==> config.mk <==
export PLATFORM = sky130hd
export DESIGN_NAME = mult8_seq_ctrl
export DESIGN_NICKNAME = d
export VERILOG_FILES = /design/src/rtl/mult8_seq_ctrl.sv
export SDC_FILE = /design/constraint.sdc
export NUM_CORES = 1
export LEC_CHECK = 0
export BUFFER_PORTS_ARGS = -buffer_cell sky130_fd_sc_hd__buf_2
export CAP_MARGIN = 20
export CELL_PAD_IN_SITES_DETAIL_PLACEMENT = 1
export CELL_PAD_IN_SITES_GLOBAL_PLACEMENT = 1
export CORE_MARGIN = 3
export CORE_UTILIZATION = 44
export DETAILED_ROUTE_END_ITERATION = 12
export PLACE_DENSITY = 0.77
export SLEW_MARGIN = 15
export SYNTH_ARGS = -nofsm -noshare
export SYNTH_HDL_FRONTEND = slang
export SYNTH_SLANG_ARGS = --single-unit
==> constraint.sdc <==
create_clock -name clock -period 6.7 [get_ports clock]
set_clock_uncertainty 0.1 [all_clocks]
set_input_delay 0.67 -clock clock [delete_from_list [all_inputs] [get_ports clock]]
set_output_delay 0.67 -clock clock [all_outputs]
set_load 0.01 [all_outputs]
==> src/rtl/mult8_seq_ctrl.sv <==
// Sequenced 8x8 -> 16-bit unsigned multiplier that reuses one 4x4 Wallace tree over four nibble steps.
// Optional build macro MULT8_EARLY_EXIT_EN: skip steps whose selected nibble pair has a zero nibble.

module fourbitwallace_tree (
   input  logic [3:0] i_a,
   input  logic [3:0] i_b,
   output logic [7:0] o_prod
);

   logic [3:0] w_pp [4];
   logic [1:0] w_h11, w_f12, w_f13, w_f14, w_h15;
   logic [1:0] w_h22, w_f23, w_h24, w_h25, w_h26;
   logic [7:0] w_rowA, w_rowB;

   // Adder cells return {carry, sum}
   function automatic logic [1:0] halfAdd(input logic x, input logic y);
      return {x & y, x ^ y};
   endfunction

   function automatic logic [1:0] fullAdd(input logic x, input logic y, input logic z);
      return {(x & y) | (x & z) | (y & z), x ^ y ^ z};
   endfunction

   // w_pp[j][i] is a[i] & b[j], weight 2^(i+j)
   always_comb begin
      for (int j = 0; j < 4; j++) begin
         for (int i = 0; i < 4; i++) begin
            w_pp[j][i] = i_a[i] & i_b[j];
         end
      end
   end

   assign w_h11 = halfAdd(w_pp[0][1], w_pp[1][0]);
   assign w_f12 = fullAdd(w_pp[0][2], w_pp[1][1], w_pp[2][0]);
   assign w_f13 = fullAdd(w_pp[0][3], w_pp[1][2], w_pp[2][1]);
   assign w_f14 = fullAdd(w_pp[1][3], w_pp[2][2], w_pp[3][1]);
   assign w_h15 = halfAdd(w_pp[2][3], w_pp[3][2]);

   assign w_h22 = halfAdd(w_f12[0], w_h11[1]);
   assign w_f23 = fullAdd(w_f13[0], w_pp[3][0], w_f12[1]);
   assign w_h24 = halfAdd(w_f14[0], w_f13[1]);
   assign w_h25 = halfAdd(w_h15[0], w_f14[1]);
   assign w_h26 = halfAdd(w_pp[3][3], w_h15[1]);

   // Two remaining rows meet in a final carry-propagate add; the product never exceeds 8 bits
   assign w_rowA = {w_h26[1], w_h26[0], w_h25[0], w_h24[0], w_f23[0], w_h22[0], w_h11[0], w_pp[0][0]};
   assign w_rowB = {1'b0, w_h25[1], w_h24[1], w_f23[1], w_h22[1], 3'b000};
   assign o_prod = w_rowA + w_rowB;

endmodule

module mult8_seq_ctrl (
   input  logic        clock,
   input  logic        reset,
   input  logic        start,
   input  logic [7:0]  multiplicand,
   input  logic [7:0]  multiplier,
   output logic        busy,
   output logic        done,
   output logic [15:0] result
);

   typedef enum logic [1:0] {
      IDLE = 2'd0,
      RUN  = 2'd1,
      DONE = 2'd2
   } state_t;

   state_t      r_state;
   state_t      w_stateNext;
   logic [7:0]  r_aQ;
   logic [7:0]  r_bQ;
   logic [15:0] r_acc;
   logic [1:0]  r_step;
   logic [15:0] r_result;

   logic [3:0]  w_nibA;
   logic [3:0]  w_nibB;
   logic [3:0]  w_shift;
   logic [7:0]  w_prod;
   logic [15:0] w_accNext;
   logic [1:0]  w_startStep;
   logic [1:0]  w_nextStep;
   logic        w_lastStep;

   always_comb begin
      w_nibA  = r_aQ[3:0];
      w_nibB  = r_bQ[3:0];
      w_shift = 4'd0;
      case (r_step)
         2'd1: begin
            w_nibA  = r_aQ[7:4];
            w_shift = 4'd4;
         end
         2'd2: begin
            w_nibB  = r_bQ[7:4];
            w_shift = 4'd4;
         end
         2'd3: begin
            w_nibA  = r_aQ[7:4];
            w_nibB  = r_bQ[7:4];
            w_shift = 4'd8;
         end
         default: ;
      endcase
   end

   fourbitwallace_tree u_tree (
      .i_a    (w_nibA),
      .i_b    (w_nibB),
      .o_prod (w_prod)
   );

   assign w_accNext = r_acc + ({8'b0, w_prod} << w_shift);

`ifdef MULT8_EARLY_EXIT_EN
   logic [3:0] w_inMask;
   logic [3:0] w_curMask;
   logic [3:0] w_aboveMask;

   // Bit k set means step k has two nonzero nibbles and contributes to the product
   function automatic logic [3:0] stepMask(input logic [7:0] a, input logic [7:0] b);
      return {(|a[7:4]) & (|b[7:4]),
              (|a[3:0]) & (|b[7:4]),
              (|a[7:4]) & (|b[3:0]),
              (|a[3:0]) & (|b[3:0])};
   endfunction

   function automatic logic [1:0] lowestSet(input logic [3:0] m);
      logic [1:0] idx;
      idx = 2'd0;
      for (int i = 3; i >= 0; i--) begin
         if (m[i]) idx = 2'(i);
      end
      return idx;
   endfunction

   assign w_inMask    = stepMask(multiplicand, multiplier);
   assign w_curMask   = stepMask(r_aQ, r_bQ);
   assign w_aboveMask = w_curMask & (4'b1110 << r_step);
   assign w_startStep = lowestSet(w_inMask);
   assign w_nextStep  = lowestSet(w_aboveMask);
   assign w_lastStep  = ~|w_aboveMask;
`else
   assign w_startStep = 2'd0;
   assign w_nextStep  = r_step + 2'd1;
   assign w_lastStep  = (r_step == 2'd3);
`endif

   always_ff @(posedge clock) begin
      if (reset) begin
         r_state <= IDLE;
      end else begin
         r_state <= w_stateNext;
      end
   end

   always_comb begin
      w_stateNext = r_state;
      case (r_state)
         IDLE:    if (start) w_stateNext = RUN;
         RUN:     if (w_lastStep) w_stateNext = DONE;
         DONE:    w_stateNext = IDLE;
         default: w_stateNext = IDLE;
      endcase
   end

   // Result is written on the final RUN edge so it is already valid in the done cycle
   always_ff @(posedge clock) begin
      if (reset) begin
         r_aQ     <= 8'd0;
         r_bQ     <= 8'd0;
         r_acc    <= 16'd0;
         r_step   <= 2'd0;
         r_result <= 16'd0;
      end else begin
         case (r_state)
            IDLE: begin
               if (start) begin
                  r_aQ   <= multiplicand;
                  r_bQ   <= multiplier;
                  r_acc  <= 16'd0;
                  r_step <= w_startStep;
               end
            end
            RUN: begin
               r_acc <= w_accNext;
               if (w_lastStep) begin
                  r_result <= w_accNext;
               end else begin
                  r_step <= w_nextStep;
               end
            end
            default: ;
         endcase
      end
   end

   assign busy   = (r_state == RUN);
   assign done   = (r_state == DONE);
   assign result = r_result;

endmodule
==> flow_summary.ini <==
[synth]
synth-async-reset-ratio = 0
synth.net_count = 452
synth_top_area_frac = 0.3168
syn_inst = 398
yosys-top-cells-count = nand2_1, dfxtp_1, nor2_1, a21oi_1, ha_1
synth_cell_types = 53
synth_area_leaders = dfxtp_1, ha_1, nand2_1
synth_most_common_cell = nand2_1
yosysWarnings = 0
syn_area_per_cell_sq_um = 8.255
ys.flop_type = dfxtp_1
synth_top_cell_by_area = dfxtp_1
synth-edff-count = 0
ys_seq_area_frac = 0.3168
synth-seq-cells = 52
syn_area_sq_um = 3286

[finish]
final_net_count = 476
antenna_cells = 0
fill_cells = 882
drive_above_1_share = 0.1395
final_cells = 519
area_growth_pct = 9.444

[drt]
first_pass_iters = 4
via_count = 2858
drt_wl_total_mm = 8.196
viasPerCell = 5.507
drt-initial-drc-count = 135
wire_per_inst_um = 15.79
ant_nets = 0
drc_errors = 0

[power_and_ir_drop]
total_power_mw = 0.5883
pwr_density_cell_nw_per_um2 = 163.6
peakVddDrop_mv = 0.07608
p_leak_nw = 1.680

[timing]
setup_violations = 0
drv_slew = 0
timing.final.ws_setup_ps = 972.1
hold_viol = 0
finalCriticalPeriod_ps = 5728
finalCritPeriodShare = 0.8549
max_freq_mhz = 174.6
tightest_slew_ps = 990.1
slew_headroom = 0.3400
setup_tns_ps = 0
rsz0062_at_grt = no

[hold_path]
hp-class = register to register
min-delay-start = result[10]
min_to = result[10]
whs_path_depth = 2

[clock_network]
cts.sinks = 52
post-cts-setup-buffers = 0
cts_tree = built
cts_buffer_depth = 2
clk_latency_ps = 320
cts_hold_buffers = 0
ctsResizeCount = 0
cts_root_buffer = clkbuf_8
cts_buffers = 5
h-tree-depth = 2
clk_pin_slew_ps = 100

[global_route]
track_usage = 0.2012
grt_pass1_wl_mm = 14.00
antenna_found_initial = 0
grt_pass1_vias = 2841
grt_remaining_overflow = 0
grt_max_degree = 56

[critical_path]
path_max_fanout = 7
r2r_end = r_acc[14]
worstPathCellList = ha_1, nor2_1, mux2i_1, nor2_1, fa_1, fa_1, ha_1, fa_1, a21o_1, mux2i_1, o21ba_2, ha_1, a21o_1, a31o_2, nand2_1, a21oi_2, or3_1, a32o_1
cp_slowest_stage_delay_ps = 520
crit_path_start_kind = register
rr_startpoint = r_step[0]
crit_required_ps = 6810
crit_arrival_ps = 5840
cp_top_family = adder cells
end_kind = register
critical_path_class = register to register
cpMaxStageDelayCell = fa_1
r2r_slack_ps = 970
reg2reg_depth = 18
path_buf_inv = 0

[placed_design]
place_inst = 511
pre_cts_ws_ps = 1010
port-buffer-count = 36
gp_congestion = 0.8549
hpwl_mm = 6.286

[die]
die_w_um = 92.42
start_util = 0.4681
die_h_um = 92.42
coreArea_sq_um = 7019
fp-row-count = 30
dieArea_sq_um = 8541
io_pins = 37

[outcome]
status = complete, no violations

[run]
maxCapViolCount = 0
==> worst register-to-register path, delay by kind of cell, from the launching register on <==
kind | cells | cell delay, ps
mux | 2 | 580
compound gates | 6 | 1260
simple gates | 4 | 1000
flops | 1 | 390
fa+ha+maj | 6 | 2310
==> routing by layer <==
layer  part of all wire  vias to the layer above  global-route usage
met2               0.47                       24              0.3269
met5                  0                        -                   0
li1                   -                     1434                   -
met3              0.026                        6             0.02681
met4             0.0081                        0             0.04084
met1               0.49                     1394              0.2851
==> layout by cell type, fill, tap and decap left out, types with 2 or more instances in the layout <==
cell	synthesis	final
clkbuf_8	0	5
a211oi_1	4	4
o21ai_0	11	11
a22oi_1	5	5
mux2i_1	11	11
nand3_1	4	4
ha_1	29	29
nor2b_1	9	9
nand3b_1	5	5
or3_1	2	2
xnor2_1	8	8
or2_2	5	5
inv_1	8	8
a21oi_1	39	39
and2_1	5	5
nor2_1	46	46
a21o_1	7	7
buf_2	7	36
nand2b_1	5	5
fa_1	6	6
a22o_1	9	9
nand4_1	2	2
nor3_1	5	5
inv_6	0	2
a211o_1	2	2
nor3b_1	2	2
xor2_1	6	6
o21a_1	4	4
nand2_1	60	60
o211ai_1	2	2
nor4b_1	2	2
a31o_2	2	2
dfxtp_1	52	52
a31oi_1	3	3
==> state kept, by name, summed over array words and instances (netlist names) <==
name / cells
r_aQ: 8
r_acc: 16
r_bQ: 8
r_state: 2
r_step: 2
result: 16
==> through the flow <==
stage                     cell area [sq um]  hold WS, ps    util
after global routing                   3596        384.4  0.5123
after floorplan                        3286        326.5       -
after detailed placement               3502        348.7  0.4989
after global placement                 3502        339.0  0.4989
final                                  3596        360.3  0.5123
after CTS                              3596        365.3  0.5123
==> how the worst max path moves through the flow <==
| stage | slack [ps] | end | start | cells past startpoint |
|---|---|---|---|---|
| floorplan | 1520 | r_acc[14] | r_step[0] | 18 |
| global placement | 1270 | r_acc[14] | r_step[0] | 19 |
| detailed placement | 1010 | r_acc[14] | r_step[0] | 18 |
| CTS | 980 | r_acc[14] | r_step[0] | 18 |
| global route | 650 | result[13] | r_step[0] | 18 |
| finish | 970 | r_acc[14] | r_step[0] | 18 |
==> cell type report <==
class / instances / area (sq um) / area share
Clock inverter: 3 / 25.02 / 0.006959
Tap cell: 96 / 120.1 / 0.03340
Multi-Input combinational cell: 318 / 2127 / 0.5915
Sequential cell: 52 / 1041 / 0.2895
Timing Repair Buffer: 36 / 180.2 / 0.05010
Clock buffer: 5 / 68.82 / 0.01914
Inverter: 9 / 33.78 / 0.009395
==> kinds of logic after synthesis <==
logic type	count (synthesis)	synth area share
fa+ha+maj	35	0.1470
mux	11	0.03351
buf+inv	28	0.03580
flops	52	0.3168
compound gates	99	0.2015
xor+xnor	14	0.03732
simple gates	159	0.2281
==> report_power, final <==
part / total [mW] / switching (mW) / leakage [nW] / internal (mW)
clock: 0.194 / 0.117 / 0.0452 / 0.0765
sequential: 0.323 / 0.00572 / 0.422 / 0.317
combinational: 0.0721 / 0.0471 / 1.21 / 0.0250
total: 0.588 / 0.170 / 1.68 / 0.418
(Power assumes the default switching activity.)
